===== src/rtl/step_clock_ctrl_pkg.sv =====
// Shared encodings and defaults for the step clock controller.
// Holds the mode codes, the default debounce length and the step_clk state type.
package step_clock_ctrl_pkg;

    localparam logic [1:0] MODE_SINGLE = 2'd0;
    localparam logic [1:0] MODE_RUN    = 2'd1;
    localparam logic [1:0] MODE_BURST  = 2'd2;

    localparam int DEBOUNCE_DEFAULT = 5000;

    typedef enum logic [1:0] {
        CLK_IDLE,
        CLK_HIGH,
        CLK_GUARD
    } clk_state_e;

endpackage


===== src/rtl/step_clock_ctrl_btn_debounce.sv =====
// One button channel: 2-FF synchroniser, stability counter, level, rise pulse.
// Ports: clk_i, rst_ni (async, active-low), btn_i -> level_o, pulse_o.
module step_clock_ctrl_btn_debounce
    import step_clock_ctrl_pkg::*;
#(
    parameter int DEBOUNCE_CYCLES = DEBOUNCE_DEFAULT
) (
    input  logic clk_i,
    input  logic rst_ni,
    input  logic btn_i,
    output logic level_o,
    output logic pulse_o
);

    localparam int CW = $clog2(DEBOUNCE_CYCLES);
    localparam logic [CW-1:0] CNT_MAX = CW'(DEBOUNCE_CYCLES - 1);

    logic          meta_q;
    logic          sync_q;
    logic          level_q;
    logic          level_d;
    logic          pulse_q;
    logic [CW-1:0] cnt_q;
    logic [CW-1:0] cnt_d;

    // Any sample that agrees with the current level restarts the count,
    // so only an unbroken run of disagreeing samples moves the level.
    always_comb begin
        level_d = level_q;
        cnt_d   = '0;
        if (sync_q != level_q) begin
            if (cnt_q == CNT_MAX) begin
                level_d = sync_q;
            end else begin
                cnt_d = cnt_q + CW'(1);
            end
        end
    end

    always_ff @(posedge clk_i or negedge rst_ni) begin
        if (!rst_ni) begin
            meta_q  <= 1'b0;
            sync_q  <= 1'b0;
            cnt_q   <= '0;
            level_q <= 1'b0;
            pulse_q <= 1'b0;
        end else begin
            meta_q  <= btn_i;
            sync_q  <= meta_q;
            cnt_q   <= cnt_d;
            level_q <= level_d;
            pulse_q <= level_d & ~level_q;
        end
    end

    assign level_o = level_q;
    assign pulse_o = pulse_q;

endmodule


===== src/rtl/step_clock_ctrl.sv =====
// Single-step / run / burst clock controller for the CPU board top level.
// Ports: clk, reset, btn, mode, halt, run_div, burst_len -> btn_level, btn_pulse, step_en, step_clk, ticks, busy.
module step_clock_ctrl
    import step_clock_ctrl_pkg::*;
#(
    parameter int N_BTN           = 4,
    parameter int DEBOUNCE_CYCLES = DEBOUNCE_DEFAULT,
    parameter int STRETCH         = 8,
    parameter int TICK_W          = 8,
    parameter int BURST_W         = 8,
    parameter int DIV_W           = 16
) (
    input  logic               clk,
    input  logic               reset,
    input  logic [N_BTN-1:0]   btn,
    input  logic [1:0]         mode,
    input  logic               halt,
    input  logic [DIV_W-1:0]   run_div,
    input  logic [BURST_W-1:0] burst_len,
    output logic [N_BTN-1:0]   btn_level,
    output logic [N_BTN-1:0]   btn_pulse,
    output logic               step_en,
    output logic               step_clk,
    output logic [TICK_W-1:0]  ticks,
    output logic               busy
);

    localparam int SW = (STRETCH > 1) ? $clog2(STRETCH) : 1;
    localparam logic [SW-1:0] S_LOAD = SW'(STRETCH - 1);

    clk_state_e         st_q;
    logic [SW-1:0]      scnt_q;
    logic               step_en_q;
    logic               step_clk_q;
    logic               busy_q;
    logic [TICK_W-1:0]  ticks_q;
    logic [DIV_W-1:0]   pace_q;
    logic [BURST_W-1:0] rem_q;

    logic [DIV_W-1:0]   div_m1;
    logic               expired;
    logic               ready;
    logic               pacing;
    logic               is_single;
    logic               issue;
    logic               burst_go;

    for (genvar i = 0; i < N_BTN; i++) begin : g_btn
        step_clock_ctrl_btn_debounce #(
            .DEBOUNCE_CYCLES(DEBOUNCE_CYCLES)
        ) u_deb (
            .clk_i  (clk),
            .rst_ni (reset),
            .btn_i  (btn[i]),
            .level_o(btn_level[i]),
            .pulse_o(btn_pulse[i])
        );
    end

    // Ready already in the last guard cycle, so back-to-back steps are
    // exactly STRETCH high plus STRETCH low apart.
    always_comb begin
        div_m1    = (run_div == '0) ? '0 : run_div - DIV_W'(1);
        expired   = (pace_q >= div_m1);
        ready     = (st_q == CLK_IDLE) ||
                    ((st_q == CLK_GUARD) && (scnt_q == '0));
        pacing    = (mode == MODE_RUN) || ((mode == MODE_BURST) && busy_q);
        is_single = (mode != MODE_RUN) && (mode != MODE_BURST);
        issue     = 1'b0;
        if (!halt && ready) begin
            issue = is_single ? btn_pulse[0] : (pacing && expired);
        end
        burst_go  = (mode == MODE_BURST) && !busy_q &&
                    btn_pulse[0] && (burst_len != '0);
    end

    always_ff @(posedge clk or negedge reset) begin
        if (!reset) begin
            st_q       <= CLK_IDLE;
            scnt_q     <= '0;
            step_en_q  <= 1'b0;
            step_clk_q <= 1'b0;
            busy_q     <= 1'b0;
            ticks_q    <= '0;
            pace_q     <= '0;
            rem_q      <= '0;
        end else begin
            step_en_q <= issue;

            if (issue) begin
                st_q       <= CLK_HIGH;
                step_clk_q <= 1'b1;
                scnt_q     <= S_LOAD;
                ticks_q    <= ticks_q + TICK_W'(1);
            end else begin
                unique case (st_q)
                    CLK_HIGH: begin
                        if (scnt_q == '0) begin
                            st_q       <= CLK_GUARD;
                            step_clk_q <= 1'b0;
                            scnt_q     <= S_LOAD;
                        end else begin
                            scnt_q <= scnt_q - SW'(1);
                        end
                    end
                    CLK_GUARD: begin
                        if (scnt_q == '0) begin
                            st_q <= CLK_IDLE;
                        end else begin
                            scnt_q <= scnt_q - SW'(1);
                        end
                    end
                    default: st_q <= CLK_IDLE;
                endcase
            end

            // Saturates at expiry so a blocked step stays pending.
            if (!pacing || issue) begin
                pace_q <= '0;
            end else if (!halt && !expired) begin
                pace_q <= pace_q + DIV_W'(1);
            end

            if (mode != MODE_BURST) begin
                busy_q <= 1'b0;
                rem_q  <= '0;
            end else if (burst_go) begin
                busy_q <= 1'b1;
                rem_q  <= burst_len;
            end else if (busy_q && issue) begin
                rem_q <= rem_q - BURST_W'(1);
                if (rem_q == BURST_W'(1)) begin
                    busy_q <= 1'b0;
                end
            end
        end
    end

    assign step_en  = step_en_q;
    assign step_clk = step_clk_q;
    assign ticks    = ticks_q;
    assign busy     = busy_q;

endmodule

===== config.mk =====
export PLATFORM = sky130hd
export DESIGN_NAME = step_clock_ctrl
export DESIGN_NICKNAME = d
export VERILOG_FILES = /design/src/rtl/step_clock_ctrl_pkg.sv /design/src/rtl/step_clock_ctrl_btn_debounce.sv /design/src/rtl/step_clock_ctrl.sv
export SDC_FILE = /design/constraint.sdc
export NUM_CORES = 1
export LEC_CHECK = 0
export ABC_AREA = 1
export CORE_AREA = 2 2 118 120
export CTS_CLUSTER_DIAMETER = 30
export DETAILED_ROUTE_END_ITERATION = 10
export DIE_AREA = 0 0 120 122
export PLACE_DENSITY_LB_ADDON = 0.1
export RECOVER_POWER = 100
export SKIP_CTS_REPAIR_TIMING = 1
export SLEW_MARGIN = 20
export SYNTH_ARGS = -nofsm -noshare
export SYNTH_HDL_FRONTEND = slang
export SYNTH_SLANG_ARGS = --single-unit

===== constraint.sdc =====
create_clock -name clk -period 4.9 [get_ports clk]
set_input_delay 1.47 -clock clk [delete_from_list [all_inputs] [get_ports clk]]
set_output_delay 1.47 -clock clk [all_outputs]
set_load 0.005 [all_outputs]

Word-level counts from Yosys, hierarchy flattened
Cells that the tools add are included.
W data, S select, Z words.
{"block": "totals", "out_inout_bits": 19, "input_bits": 33, "ff_bits": 108}
{"block": "classes", "order_cmp": 1, "eq_ne": 18, "mux": 39, "addsub": 9, "bitwise": 8, "reduce_logical": 31}
{"operator": "$mux W13", "count": 8}
{"operator": "$add A13 B1 Y13 const B", "count": 4}
{"operator": "$eq A13 B13 Y1 const B", "count": 4}
{"operator": "$mux W16", "count": 3}
{"operator": "$mux W8", "count": 3}
{"operator": "$mux W1", "count": 17}
{"operator": "$add A16 B1 Y16 const B", "count": 1}
{"operator": "$ge A16 B16 Y1", "count": 1}
{"operator": "$logic_not A16 Y1", "count": 1}
{"operator": "$sub A16 B1 Y16 const B", "count": 1}
{"operator": "$logic_and A1 B1 Y1", "count": 10}
{"operator": "$mux W3", "count": 3}
{"operator": "$reduce_bool A3 Y1", "count": 3}
{"operator": "$add A8 B1 Y8 const B", "count": 1}
{"operator": "$eq A8 B1 Y1 const B", "count": 1}
{"operator": "$reduce_and A2 Y1", "count": 4}
{"operator": "$reduce_bool A8 Y1", "count": 1}
{"operator": "$sub A8 B1 Y8 const B", "count": 1}
{"operator": "$mux W2", "count": 3}
{"operator": "$ne A3 B3 Y1 const B", "count": 2}
{"operator": "$pmux W3 S2", "count": 1}
{"operator": "$reduce_bool A2 Y1", "count": 3}
{"operator": "$and A1 B1 Y1", "count": 4}
{"operator": "$eq A2 B1 Y1 const B", "count": 2}
{"operator": "12 further kinds", "count": 24}

Logic depth before layout (Yosys ltp)
Gate-level depths: netlist of the first run.
{"block": "depth", "word_depth": 10, "mapped_depth": 22}

Modules after synthesis
From an unflattened synthesis of the first run, not the netlist that was laid out.
{"block": "hier_totals", "cells_unflattened": 871, "hier_area_um2": 6715.2}
{"module": "step_clock_ctrl_btn_debounce", "seq_area_each_um2": 425.4, "cells_per_inst": 102, "n_inst": 4, "area_each_um2": 868.3}
{"module": "step_clock_ctrl", "seq_area_each_um2": 1001.0, "cells_per_inst": 463, "n_inst": 1, "area_each_um2": 3241.9}

Least setup slack after synthesis of the first run
OpenSTA, ideal clock, no wires.
{"block": "synth_timing", "path_type": "input to register", "start": "input port run_div[0]", "end": "register ticks_q[3] (netlist: ticks[3])", "n_path_buf": 1, "arrival_ns": 3.747, "stages": 19, "setup_slack_ns": 1.034, "required_time_ns": 4.781, "cell_sequence": "inv_1 > ha_1 > nand2_1 > nor2_1 > nand3_1 > nor2_1 > xor2_1 > nand2_1 > ha_1 > nand2_1 > nor3_1 > nand2_2 > nand2_2 > nand2_2 > nand2_4 > nand2_4 > buf_6 > o21ai_2 > nand2_1"}
{"block": "synth_between", "elab_chain_cells": 6, "elab_cells_between_ends": 7, "classes_between": "add/sub: 1; order compare: 1; mux: 3; reduce/logical: 2"}
{"item": "from (decl)", "line": "step_clock_ctrl.sv:18", "source": "input logic [DIV_W-1:0] run_div,"}
{"item": "$sub A16 B1 Y16 or $logic_not A16 Y1 (tied branches)", "line": "step_clock_ctrl.sv:63", "source": "div_m1 = (run_div == '0) ? '0 : run_div - DIV_W'(1);"}
{"item": "$mux W16 *", "line": "step_clock_ctrl.sv:63"}
{"item": "$ge A16 B16 Y1 *", "line": "step_clock_ctrl.sv:64", "source": "expired = (pace_q >= div_m1);"}
{"item": "$logic_and A1 B1 Y1 *", "line": "step_clock_ctrl.sv:71", "source": "issue = is_single ? btn_pulse[0] : (pacing && expired);"}
{"item": "$mux W1 *", "line": "step_clock_ctrl.sv:71"}
{"item": "$mux W1 *", "line": "step_clock_ctrl.sv:70", "source": "if (!halt && ready) begin"}
{"item": "to (signal assigned)", "line": "step_clock_ctrl.sv:94", "source": "ticks_q <= ticks_q + TICK_W'(1);"}
{"item": "to (decl)", "line": "step_clock_ctrl.sv:36", "source": "logic [TICK_W-1:0] ticks_q;"}
Mark *: on every way between the ends. The rest lies on a longest branch, timed or not.
A chain may end at the register's enable or synchronous reset.

Final worst setup path of the first run
{"block": "layout_timing", "start": "input port run_div[0]", "end": "register pace_q[8]"}
{"block": "layout_between", "elab_chain_cells": 8, "elab_cells_between_ends": 12, "classes_between": "add/sub: 1; order compare: 1; mux: 4; reduce/logical: 6"}
{"item": "$sub A16 B1 Y16 or $logic_not A16 Y1 (tied branches)", "line": "step_clock_ctrl.sv:63"}
{"item": "$mux W16 *", "line": "step_clock_ctrl.sv:63"}
{"item": "$ge A16 B16 Y1 *", "line": "step_clock_ctrl.sv:64"}
{"item": "$logic_and A1 B1 Y1", "line": "step_clock_ctrl.sv:71"}
{"item": "$mux W1", "line": "step_clock_ctrl.sv:71"}
{"item": "$mux W1", "line": "step_clock_ctrl.sv:70"}
{"item": "$logic_or A1 B1 Y1", "line": "step_clock_ctrl.sv:118", "source": "if (!pacing || issue) begin"}
{"item": "$mux W16 or $reduce_bool A2 Y1 (tied branches)"}
{"item": "to (signal assigned)", "line": "step_clock_ctrl.sv:121", "source": "pace_q <= pace_q + DIV_W'(1);"}
{"item": "to (decl)", "line": "step_clock_ctrl.sv:37", "source": "logic [DIV_W-1:0] pace_q;"}
Marks and branches as above.

==> summary.md, run 1 <==
| Metric | Value |
|---|---|
| Status | `finished, violations left` |
| Violated checks | `max-capacitance violations, max-slew violations` |
| CTS tree | `done` |
| Max Clock Freq | `222.0 MHz` |
| Drt pass-1 iters | `4` |
| Drt drc | `0` |
| Gpl congestion | `0.8553` |
| Register area share after synthesis | `around two fifths` |
| Port Buffer Count | `51` |
| Syn_nets | `878` |
| CTS Root Cell | `clkbuf_16` |
| Syn Inst Count | `815` |
| WP data required | `approximately 5.1 ns` |
| Cell variety after synth | `43` |
| Fin worst setup slack | `0.3963 ns` |
| I/O Pins | `52` |
| Combinational share of power | `between 8 and 9%` |
| Fill cells | `about 1,300` |
| Routed Antenna Nets | `0` |
| Net Sw Frac | `between 20 and 25%` |
| First-pass GRT wire length | `22.56 mm` |
| Syn avg cell area | `7.977 µm²` |
| Final worst path period share | `91.91%` |
| Dominant cells by area after synthesis | `dfrtp_1, nand2_1, inv_1` |
| Initial core utilization | `between 40 and 50%` |
| Die Ht | `122 µm` |
| # setup viols final | `0` |
| Lkg Pwr | `3.588 nW` |
| EDFF count, synth | `0` |
| Sequential group share of total power | `48.9%` |
| Largest area contributor in the netlist | `dfrtp_1` |
| CTS Buf Count | `9` |
| Share of the synthesized area in the top cell type | `approximately two fifths` |
| Hold WC Path Type | `flip-flop to flip-flop` |
| Slew @ Worst Pin | `2.648 ns` |
| Area grow syn2layout | `13.90%` |
| Top_reg_cell synth | `dfrtp_1` |
| Cell depth of the worst min-delay path | `0` |
| Vias in the first global route | `around 5,000` |
| Int Pwr | `1.456 mW` |
| Drt wl/cell | `12.32 µm` |
| Post-synthesis cell area | `6501 µm²` |
| Max-slew violations | `50` |
| Crit Reg-Reg Endpoint | `pace_q[1]` |
| Vias/cell | `5.043` |
| CP endpoint kind | `flip-flop` |
| Clock sink count | `108` |
| Largest net degree at the start of global routing | `50` |
| Initial antenna violation count | `0` |
| Worst r2r src | `pace_q[7]` |
| Worst-skew pair later-pin latency | `0.35 ns` |
| Unrepaired setup endpoints after global routing | `no` |
| Worst-case clock buffer depth | `2` |
| Warnings, synthesis | `0` |
| Nets | `926` |
| Yosys reg bits | `~110` |
| CP startpoint kind | `primary input` |
| Commonest non-fill, non-tap cell in the layout | `nand2_1` |
| Critical path arrival | `4.73 ns` |
| Die X | `between 100 and 150 µm` |
| Reg2reg path depth | `14` |
| Final number of hold-violating endpoints | `0` |
| Site Rows | `43` |
| Worst slew margin | `-76.53%` |
| Full die area | `~15,000 µm²` |
| Post-place setup slack | `0.1535 ns` |
| Worst setup path start | `run_div[0]` |
| Critical Path Sink | `pace_q[8]` |
| Ys async rst share | `between 90% and 100%` |
| Cell area power density | `255.9 nW/µm²` |
| Layout cell share with drive strength beyond 1 | `5.645%` |
| Commonest non-fill, non-tap cells in the layout | `nand2_1, dfrtp_1, inv_1, nor2_1, nand3_1` |
| Drt total wl | `around 13 mm` |
| Setup_tns | `0 ns` |
| Net Sw Power | `approximately 440 µW` |
| Crit path kind | `primary input to flip-flop` |
| Post-DP HPWL | `9.836 mm` |
| GRT Residual Overflow | `0` |
| Final core utilization | `approximately 55%` |
| Setup Skew | `0.01020 ns` |
| Minimum clock period | `4.504 ns` |
| Maxcap violations | `1` |
| Initial drt markers | `319` |
| Clock power share | `42.3%` |
| H-tree depth | `3` |
| Tot GR Track Use | `18.90%` |
| Core box area | `around 14,000 µm²` |
| Ant diodes | `0` |
| Clock slew seen by the registers of the worst setup and hold paths | `0.06 ns` |
| Peak supply drop | `154.3 µV` |
| Routed via count | `approximately 5,300` |
| Crit Path Max Fanout | `36` |
| FF-to-FF setup slack | `2.57 ns` |
-- Yosys cell counts, types with 11 or more instances --
| cell | number |
|---|---|
| a21oi_1 | 27 |
| dfrtp_1 | 108 |
| ha_1 | 30 |
| inv_1 | 106 |
| nand2_1 | 156 |
| nand3_1 | 46 |
| nand4_1 | 34 |
| nor2_1 | 98 |
| nor3_1 | 33 |
| nor3b_1 | 11 |
| nor4_1 | 13 |
| o21ai_0 | 25 |
| xor2_1 | 37 |
-- layout make-up --
type	instances	area (µm²)	area share (%)
tap	180	225.2	3.042
sequential	108	2703	36.50
inverter	110	412.9	5.576
multi-input combinational	577	3186	43.02
timing repair buffer	57	544.3	7.350
clock inverter	5	81.33	1.098
clock buffer	11	252.7	3.413
-- power by group through the flow --
stage | clock (mW) | sequential [mW] | combinational, mW
after detailed placement | 0 | 0.943 | 0.171
after CTS | 0.825 | 0.926 | 0.172
after global routing | 0.863 | 0.928 | 0.192
after global placement | 0 | 0.942 | 0.166
final | 0.802 | 0.926 | 0.166
after floorplan | 0 | 0.939 | 0.101
-- per-layer routing --
layer	part of all wire (%)	vias to the layer above	track usage, %
met3	3.4	12	3.652
met5	0	-	0
met2	47	68	31.04
li1	-	2735	-
met4	1.6	0	6.765
met1	48	2470	24.99
-- metrics by stage --
stage / power [mW] / hold WS [ns] / instances / instance area (µm²)
after floorplan: 1.040 / 0.3312 / 815 / 6501
after global placement: 1.109 / 0.3329 / 1032 / 7127
after detailed placement: 1.114 / 0.3373 / 1032 / 7127
after CTS: 1.922 / 0.3513 / 1048 / 7461
after global routing: 1.983 / 0.3572 / 1048 / 7405
final: 1.895 / 0.3491 / 1048 / 7405
-- sequential cells by signal, indices dropped and copies added, names as in the netlist --
signal               flops
scnt_q                   3
ticks                    8
step_en                  1
g_btn.u_deb.meta_q       4
g_btn.u_deb.level_o      4
g_btn.u_deb.pulse_o      4
rem_q                    8
g_btn.u_deb.sync_q       4
pace_q                  16
st_q                     2
step_clk                 1
busy                     1
g_btn.u_deb.cnt_q       52
-- worst min-delay path by stage --
stage | slack, ns | to | from
after floorplan | 0.33 | g_btn[0].u_deb.sync_q | g_btn[0].u_deb.meta_q
after global placement | 0.33 | g_btn[2].u_deb.sync_q | g_btn[2].u_deb.meta_q
after detailed placement | 0.34 | g_btn[0].u_deb.sync_q | g_btn[0].u_deb.meta_q
after CTS | 0.35 | g_btn[0].u_deb.sync_q | g_btn[0].u_deb.meta_q
after global routing | 0.36 | g_btn[0].u_deb.sync_q | g_btn[0].u_deb.meta_q
final | 0.35 | g_btn[0].u_deb.sync_q | g_btn[0].u_deb.meta_q
-- worst max-delay path, stage by stage --
cell and delay, ns:
clkdlybuf4s50_1 0.42, inv_1 0.15, ha_1 0.20, nand2_1 0.09, nor2_1 0.33, nand3_1 0.17, nor2_1 0.15, xor2_1 0.15
nand2_1 0.07, ha_1 0.27, nand2_1 0.06, nor3_1 0.21, nand2_2 0.08, nand2_1 0.13, nand2_2 0.05, nand2_1 0.15
nand2_4 0.25, nand2_2 0.23, nor2_1 0.07
-- kinds of logic (layout without fill, tap and decap cells) --
logic type,after synthesis,after routing,synth area share [%]
and+or+nand+nor,431,431,31.39
buffers and inverters,130,183,8.699
DFF,108,108,41.57
AOI/OAI and AO/OA,67,67,5.889
xor gates and xnor gates,47,47,6.332
adders and majority gates,30,30,5.774
muxes,2,2,0.3464
Note: power is estimated with default switching activity, not from simulation.
==> run 2: changes to the inputs <==
CORE_AREA = 8 8 125 127   (was 2 2 118 120)
DIE_AREA = 0 0 133 135   (was 0 0 120 122)
SYNTH_HIERARCHICAL = 1   (was default)
==> run 2 against run 1 <==
Net effect: non-clock buffer count increased by 2; critical path type unchanged; clock skew decreased by 0.0032 ns; cell count increased by 6.6%; the flow still finishes with violations (max-capacitance violations, max-slew violations); sequential power about the same; synthesized cell count increased by 6.9%; clock-buffer cell count decreased by 1; clock power decreased by 9.0%; final area increased by 3.7%; register-to-register slack about the same; via count increased by 7.2%.
==> summary.md, run 2 <==
| Metric | Value |
|---|---|
| Status | `finished, violations left` |
| Violated checks | `max-capacitance violations, max-slew violations` |
| Nets | `995` |
| I/O Pins | `52` |
| Worst-skew pair later-pin latency | `0.35 ns` |
| Drt drc | `0` |
| Cell area power density | `237.8 nW/µm²` |
| Hold WC Path Type | `flip-flop to flip-flop` |
| Max-slew violations | `61` |
| Placed cell count | `about 1,100` |
| Site Rows | `43` |
| Most frequent cell after synthesis | `nand2_1` |
| Full die area | `17,960 µm²` |
| Top flop regs | `g_btn.u_deb/cnt_q (52), pace_q (16)` |
| Net Sw Power | `445.9 µW` |
| Peak supply drop | `255.2 µV` |
| Ys async rst share | `100.0%` |
| Clock sink count | `108` |
| Grt met1 use | `21.22%` |
| Layout cell share with drive strength beyond 1 | `8.858%` |
| Setup Skew | `approximately 0.0070 ns` |
| Final worst path period share | `91.51%` |
| Initial core utilization | `49.33%` |
| Crit Path Max Fanout | `9` |
| Int Pwr | `1.380 mW` |
| Worst slew margin | `-115.1%` |
| Commonest non-fill, non-tap cell in the layout | `nand2_1` |
| Port Buffer Count | `51` |
| Vias/cell | `5.074` |
| Max Clock Freq | `roughly 220 MHz` |
| Cell variety after synth | `35` |
| WP data required | `5.13 ns` |
| Fill cells | `1,279` |
| Biggest register | `g_btn.u_deb/cnt_q` |
| Max reg flops | `52` |
| Maxcap violations | `1` |
| Overall power | `1.826 mW` |
| Drt total wl | `14.41 mm` |
| Routed via count | `5,668` |
| Combinational share of power | `9.3%` |
| Core box area | `roughly 14,000 µm²` |
| # setup viols final | `0` |
| Die X | `~130 µm` |
| CTS tree | `done` |
| Top_reg_cell synth | `dfrtp_1` |
| Drt wl/cell | `12.90 µm` |
| Worst-case clock buffer depth | `2` |
| Tot GR Track Use | `approximately 17%` |
| Net Sw Frac | `24.42%` |
| Syn Inst Count | `between 800 and 900` |
| Vias in the first global route | `5,502` |
| Drt pass-1 iters | `5` |
| GRT Residual Overflow | `0` |
| Register area share after synthesis | `40.25%` |
| H-tree depth | `3` |
| Share of the synthesized area in the top cell type | `40.25%` |
| Sequential group share of total power | `50.7%` |
| Crit path kind | `primary input to flip-flop` |
| Dominant cells by area after synthesis | `dfrtp_1, nand2_1, nor2_1` |
| Initial antenna violation count | `0` |
| Die Ht | `135 µm` |
| CTS Buf Count | `9` |
| Lkg Pwr | `3.690 nW` |
| Clock slew seen by the registers of the worst setup and hold paths | `0.07 ns` |
| Area grow syn2layout | `14.33%` |
| Largest net degree at the start of global routing | `61` |
| Final number of hold-violating endpoints | `0` |
| Post-synth top cells | `nand2_1, nor2_1, dfrtp_1` |
| Global routing usage on met2 | `27.79%` |
| CTS Root Cell | `clkbuf_16` |
| First-pass GRT wire length | `25.23 mm` |
| Warnings, synthesis | `6` |
| CP endpoint kind | `flip-flop` |
| Yosys reg bits | `between 100 and 150` |
| Post-synthesis cell area | `6715 µm²` |
| Final std cells w/o fill | `1,117` |
| Commonest non-fill, non-tap cells in the layout | `nand2_1, nor2_1, dfrtp_1, inv_1, nand3_1` |
| Syn_nets | `934` |
| EDFF count, synth | `0` |
| Gpl congestion | `0.8986` |
| Clock power share | `40.0%` |
| Critical path arrival | `4.72 ns` |
| Setup_tns | `0 ns` |
| Slew @ Worst Pin | `around 3.2 ns` |
| Syn avg cell area | `7.710 µm²` |
| Initial drt markers | `around 270` |
| Routed Antenna Nets | `0` |
| Grt met3 use | `4.012%` |
| Largest area contributor in the netlist | `dfrtp_1` |
| Minimum clock period | `~4.5 ns` |
| Ant diodes | `0` |
| Most used routing layer | `met2` |
| Post-DP HPWL | `11.03 mm` |
| Unrepaired setup endpoints after global routing | `no` |
| CP startpoint kind | `primary input` |
-- run 2: cell types whose count changed after synthesis, moves of 8 or more --
cell and delta:
xor2_1 +11, nor2_2 +12, nor3_1 -18, nand2_1 +34
a21oi_1 -15, nor3b_1 -11, nand3_1 +15, nand2_2 +20
nor2_1 +34, nor4_1 -8
-- run 2: per-layer routing --
metal	part of all wire [%]	wire, µm	vias to the layer above
met4	1.3	182	0
met5	0	0	-
li1	-	-	2904
met2	49	7059	99
met3	3.8	544	17
met1	46	6618	2648
-- run 2: cell families (layout without fill, tap and decap cells) --
| group | count (synthesis) | in the layout | share of synthesized area [%] |
|---|---|---|---|
| compound gates | 48 | 48 | 4.509 |
| buf+inv | 119 | 185 | 7.080 |
| xor+xnor | 59 | 59 | 7.695 |
| flops | 108 | 108 | 40.25 |
| fa+ha+maj | 30 | 30 | 5.590 |
| simple gates | 507 | 507 | 34.88 |
-- run 2: path summary, 6_finish.rpt --
| path | slack, ns | start | depth (start not counted) | to |
|---|---|---|---|---|
| setup / recovery | 0.42 | run_div[0] | 21 | rem_q[6] |
| hold / removal | 0.35 | g_btn[1].u_deb/meta_q | 0 | g_btn[1].u_deb/sync_q |
| setup reg to reg | 2.57 | pace_q[0] | 14 | rem_q[6] |
| hold reg to reg | 0.35 | g_btn[1].u_deb/meta_q | 0 | g_btn[1].u_deb/sync_q |
| max in group asynchronous | 0.79 | reset | 2 | g_btn[1].u_deb/cnt_q[5] |
| min in group asynchronous | 2.18 | reset | 1 | g_btn[2].u_deb/cnt_q[2] |
-- run 2: cell type report --
cell class,count,area (µm²),share of cell area (%)
clock buffer,10,229.0,2.982
timing repair buffer,59,551.8,7.187
tap,180,225.2,2.934
clock inverter,6,70.07,0.9126
sequential,108,2703,35.20
inverter,110,412.9,5.378
multi-input combinational,644,3486,45.40
-- run 2: per-stage QoR --
step                setup slack, ns  hold WS [ns]  instance area [µm²]  utilization [%]
finish                       0.4162        0.3540                 7677            56.40
CTS                          0.4473        0.3567                 7745            56.90
global placement             0.2298        0.3357                 7446            54.70
global route                0.01987        0.3588                 7677            56.40
floorplan                     1.069        0.3312                 6715                -
detailed placement          0.08000        0.3397                 7446            54.70
-- run 2: worst max-delay path: stages --
cell             delay, ns
clkdlybuf4s50_1       0.40
inv_1                 0.14
ha_1                  0.22
nand2_1               0.09
nor2_1                0.20
nand3_1               0.14
nor2_1                0.22
nand2_1               0.08
nand2_1               0.06
nand3_1               0.07
ha_1                  0.28
nand2_1               0.10
o21ai_0               0.09
a21oi_1               0.20
nand2_2               0.09
nand2_1               0.06
nand2_1               0.07
nand3_1               0.28
nand2_1               0.28
nand2_1               0.12
nand2_1               0.06
-- run 2: power groups by stage --
stage	logic (mW)	clock network (mW)	registers, mW
CTS	0.176	0.755	0.926
detailed placement	0.174	0	0.943
global placement	0.169	0	0.943
finish	0.170	0.730	0.926
floorplan	0.103	0	0.940
global route	0.195	0.792	0.929
==> edit (config.mk and constraints of run 2) <==
Make the reset (`reset` and `rst_ni`) synchronous in 2 clocked blocks. Comments in the files are not updated.
--- a/src/rtl/step_clock_ctrl_btn_debounce.sv
+++ b/src/rtl/step_clock_ctrl_btn_debounce.sv
@@ -37,7 +37,7 @@
         end
     end
 
-    always_ff @(posedge clk_i or negedge rst_ni) begin
+    always_ff @(posedge clk_i) begin
         if (!rst_ni) begin
             meta_q  <= 1'b0;
             sync_q  <= 1'b0;
--- a/src/rtl/step_clock_ctrl.sv
+++ b/src/rtl/step_clock_ctrl.sv
@@ -74,7 +74,7 @@
                     btn_pulse[0] && (burst_len != '0);
     end
 
-    always_ff @(posedge clk or negedge reset) begin
+    always_ff @(posedge clk) begin
         if (!reset) begin
             st_q       <= CLK_IDLE;
             scnt_q     <= '0;
Behaviour: differs if reset is asserted again (counterexample within 4 cycles, from zero or initial values and one cycle with reset low); with reset held inactive, the same outputs for 10 cycles.
==> edit against run 2 <==
Total power is 8.5% lower. Critical path type unchanged. Sequential cell count stayed put. Design area decreased by 0.91%. Maximum frequency increased by 0.90%. Area after synthesis is 0.50% lower. Combinational power down 43%. Largest cell class unchanged. Setup slack improved by 0.040 ns. Routed wire length shrank 5.1%.
==> edit: results (changes against run 2) <==
outcome:
  status: "finished clean"  # was finished with violations
synth:
  netlist_top_cells_area: "dfxtp_1 (32%), nand2_1 (12%), inv_1 (9.2%), ha_1 (5.6%), nor2_1 (5.6%)"  # was dfrtp_1 (40%), nand2_1 (11%), nor2_1 (7.4%), xor2_1 (6.3%), inv_1 (5.8%)
  synth_cells: 956  # was 871
  synthesis.nets: 1019  # was 934
  ys_warn_count: 6  # unchanged
  synth_cell_types: 35  # unchanged
  ys_seq_area_share_pct: 32.4  # was 40.2%
  ys_top_cells_by_count: "nand2_1 (217), inv_1 (163), dfxtp_1 (108), nor2_1 (99), nand3_1 (42)"  # was nand2_1 (190), nor2_1 (132), dfrtp_1 (108), inv_1 (103), nand3_1 (61)
  async_flop_share_pct: 0  # was 100%
  synthFlopType: "dfxtp_1"  # was dfrtp_1
power_and_ir_drop:
  ir_worst_vdd_uv: 212  # was 255 µV
  p_leak_nw: 3.05  # was 3.69 nW
timing:
  fin_worst_skew_ns: 0.00828  # was 0.00700 ns
  max_slew.worst_pin.slew_ns: 0.671  # was 3.23 ns
clock_network:
  clockBufferDepth: 2  # unchanged
  htreeDepth: 3  # unchanged
  clk_pin_slew_ns: 0.07  # about the same
setup_path:
  cp.arrival_ns: 4.73  # was 4.72 ns
  cp_max_fo: 12  # was 9
  cpPeakStageDelay_ns: 0.43  # was 0.40 ns
  crit_start: "run_div[1]"  # was run_div[0]
  rr_startpoint: "pace_q[1]"  # was pace_q[0]
global_routing:
  grt_pass1_vias: 5352  # was 5502
  grt_pass1_wl_um: 23400  # was 25200 µm
  grt_usage_pct: 15.5  # was 16.8%
  grt_max_degree: 18  # was 61
route:
  via_per_inst: 4.77  # was 5.07
  drt_iter0_drc: 242  # was 272
  wl_per_cell_um: 11.4  # was 12.9 µm
  drt_pass1_iterations: 4  # was 5
  routed_wl_um: 13700  # was 14400 µm
placed_design:
  placedCellCount: 1186  # was 1101
  dpl_cell_area_mm2: 0.00740  # was 0.00745 mm²
  preCtsSetupSlack_ns: -0.0620  # was 0.0800 ns
  gp_congestion: 0.803  # was 0.899
  hpwlAfterDp_um: 10600  # was 11000 µm
finish:
  final_nets: 1081  # was 995
  drive_above_1_share_pct: 11.8  # was 8.86%
  reg_top3: "g_btn.u_deb/cnt_q (52), pace_q (16)"  # unchanged
  diodes: 0  # unchanged
  nFillCells: 1368  # was 1279
hold_path:
  hold_path.class: "reg2reg"  # unchanged
  hold_start: "g_btn[1].u_deb/meta_q"  # unchanged
==> edit: changes by cell type after synthesis, sizes merged, moves of 5 or more <==
cell / run 2 / this run
dfrtp: 108 / 0
dfxtp: 0 / 108
inv: 110 / 169
a21oi: 12 / 52
nand2: 218 / 243
xor2: 48 / 30
nand3: 62 / 47
nand4: 37 / 25
o21ai: 28 / 38
nand3b: 3 / 8
==> edit: power by group <==
group	switching, W	internal [W]
registers	0.00000311	0.000881
logic	0.0000521	0.0000445
clock network	0.000329	0.000361
==> edit: cells by family after synthesis <==
| kind of cell | share of synthesized area [%] |
|---|---|
| simple gates | 37.0 |
| buf+inv | 10.7 |
| compound gates | 9.33 |
| fa+ha+maj | 5.62 |
| xor+xnor | 4.98 |
| flops | 32.4 |
==> edit: per-layer routing <==
| layer | up-vias | track usage [%] | share of wire (%) |
|---|---|---|---|
| li1 | 3110 | - | - |
| met1 | 2547 | 18.8 | 48 |
| met2 | 75 | 26.5 | 47 |
| met3 | 11 | 4.16 | 3.6 |
| met4 | 0 | 4.35 | 1.0 |
| met5 | - | 0 | 0 |
==> edit: worst paths after layout <==
| kind | endpoint | slack [ns] | depth (start not counted) |
|---|---|---|---|
| worst min-delay path | g_btn[1].u_deb/sync_q | 0.41 | 2 |
| worst min register to register | g_btn[1].u_deb/sync_q | 0.41 | 2 |
| worst max-delay path | pace_q[9] | 0.46 | 22 |
| worst max register to register | pace_q[9] | 2.76 | 15 |
==> edit: through the flow <==
step                      utilization, %  TNS [ns]
final                               55.9         0
after global routing                55.9         0
after CTS                           56.4         0
after detailed placement            54.4    -0.179
after global placement              54.4         0
after floorplan                        -         0
==> edit: critical path: cells and delay by family <==
| family | cells | cell delay [ns] |
|---|---|---|
| AO/OA/AOI/OAI | 3 | 0.41 |
| XOR/XNOR | 1 | 0.13 |
| adder cells (fa/ha/maj) | 1 | 0.28 |
| buffers and inverters | 1 | 0.43 |
| AND/OR/NAND/NOR | 16 | 2.02 |
==> edit: layout make-up <==
type	count	area [µm²]	share of cell area, %
clock buffers	11	243	3.19
inverters	169	634	8.34
well taps	180	225	2.96
repair buffers	60	571	7.50
flip-flops and latches	108	2160	28.4
multi-input cells	670	3740	49.1
clock inverters	5	36.3	0.477
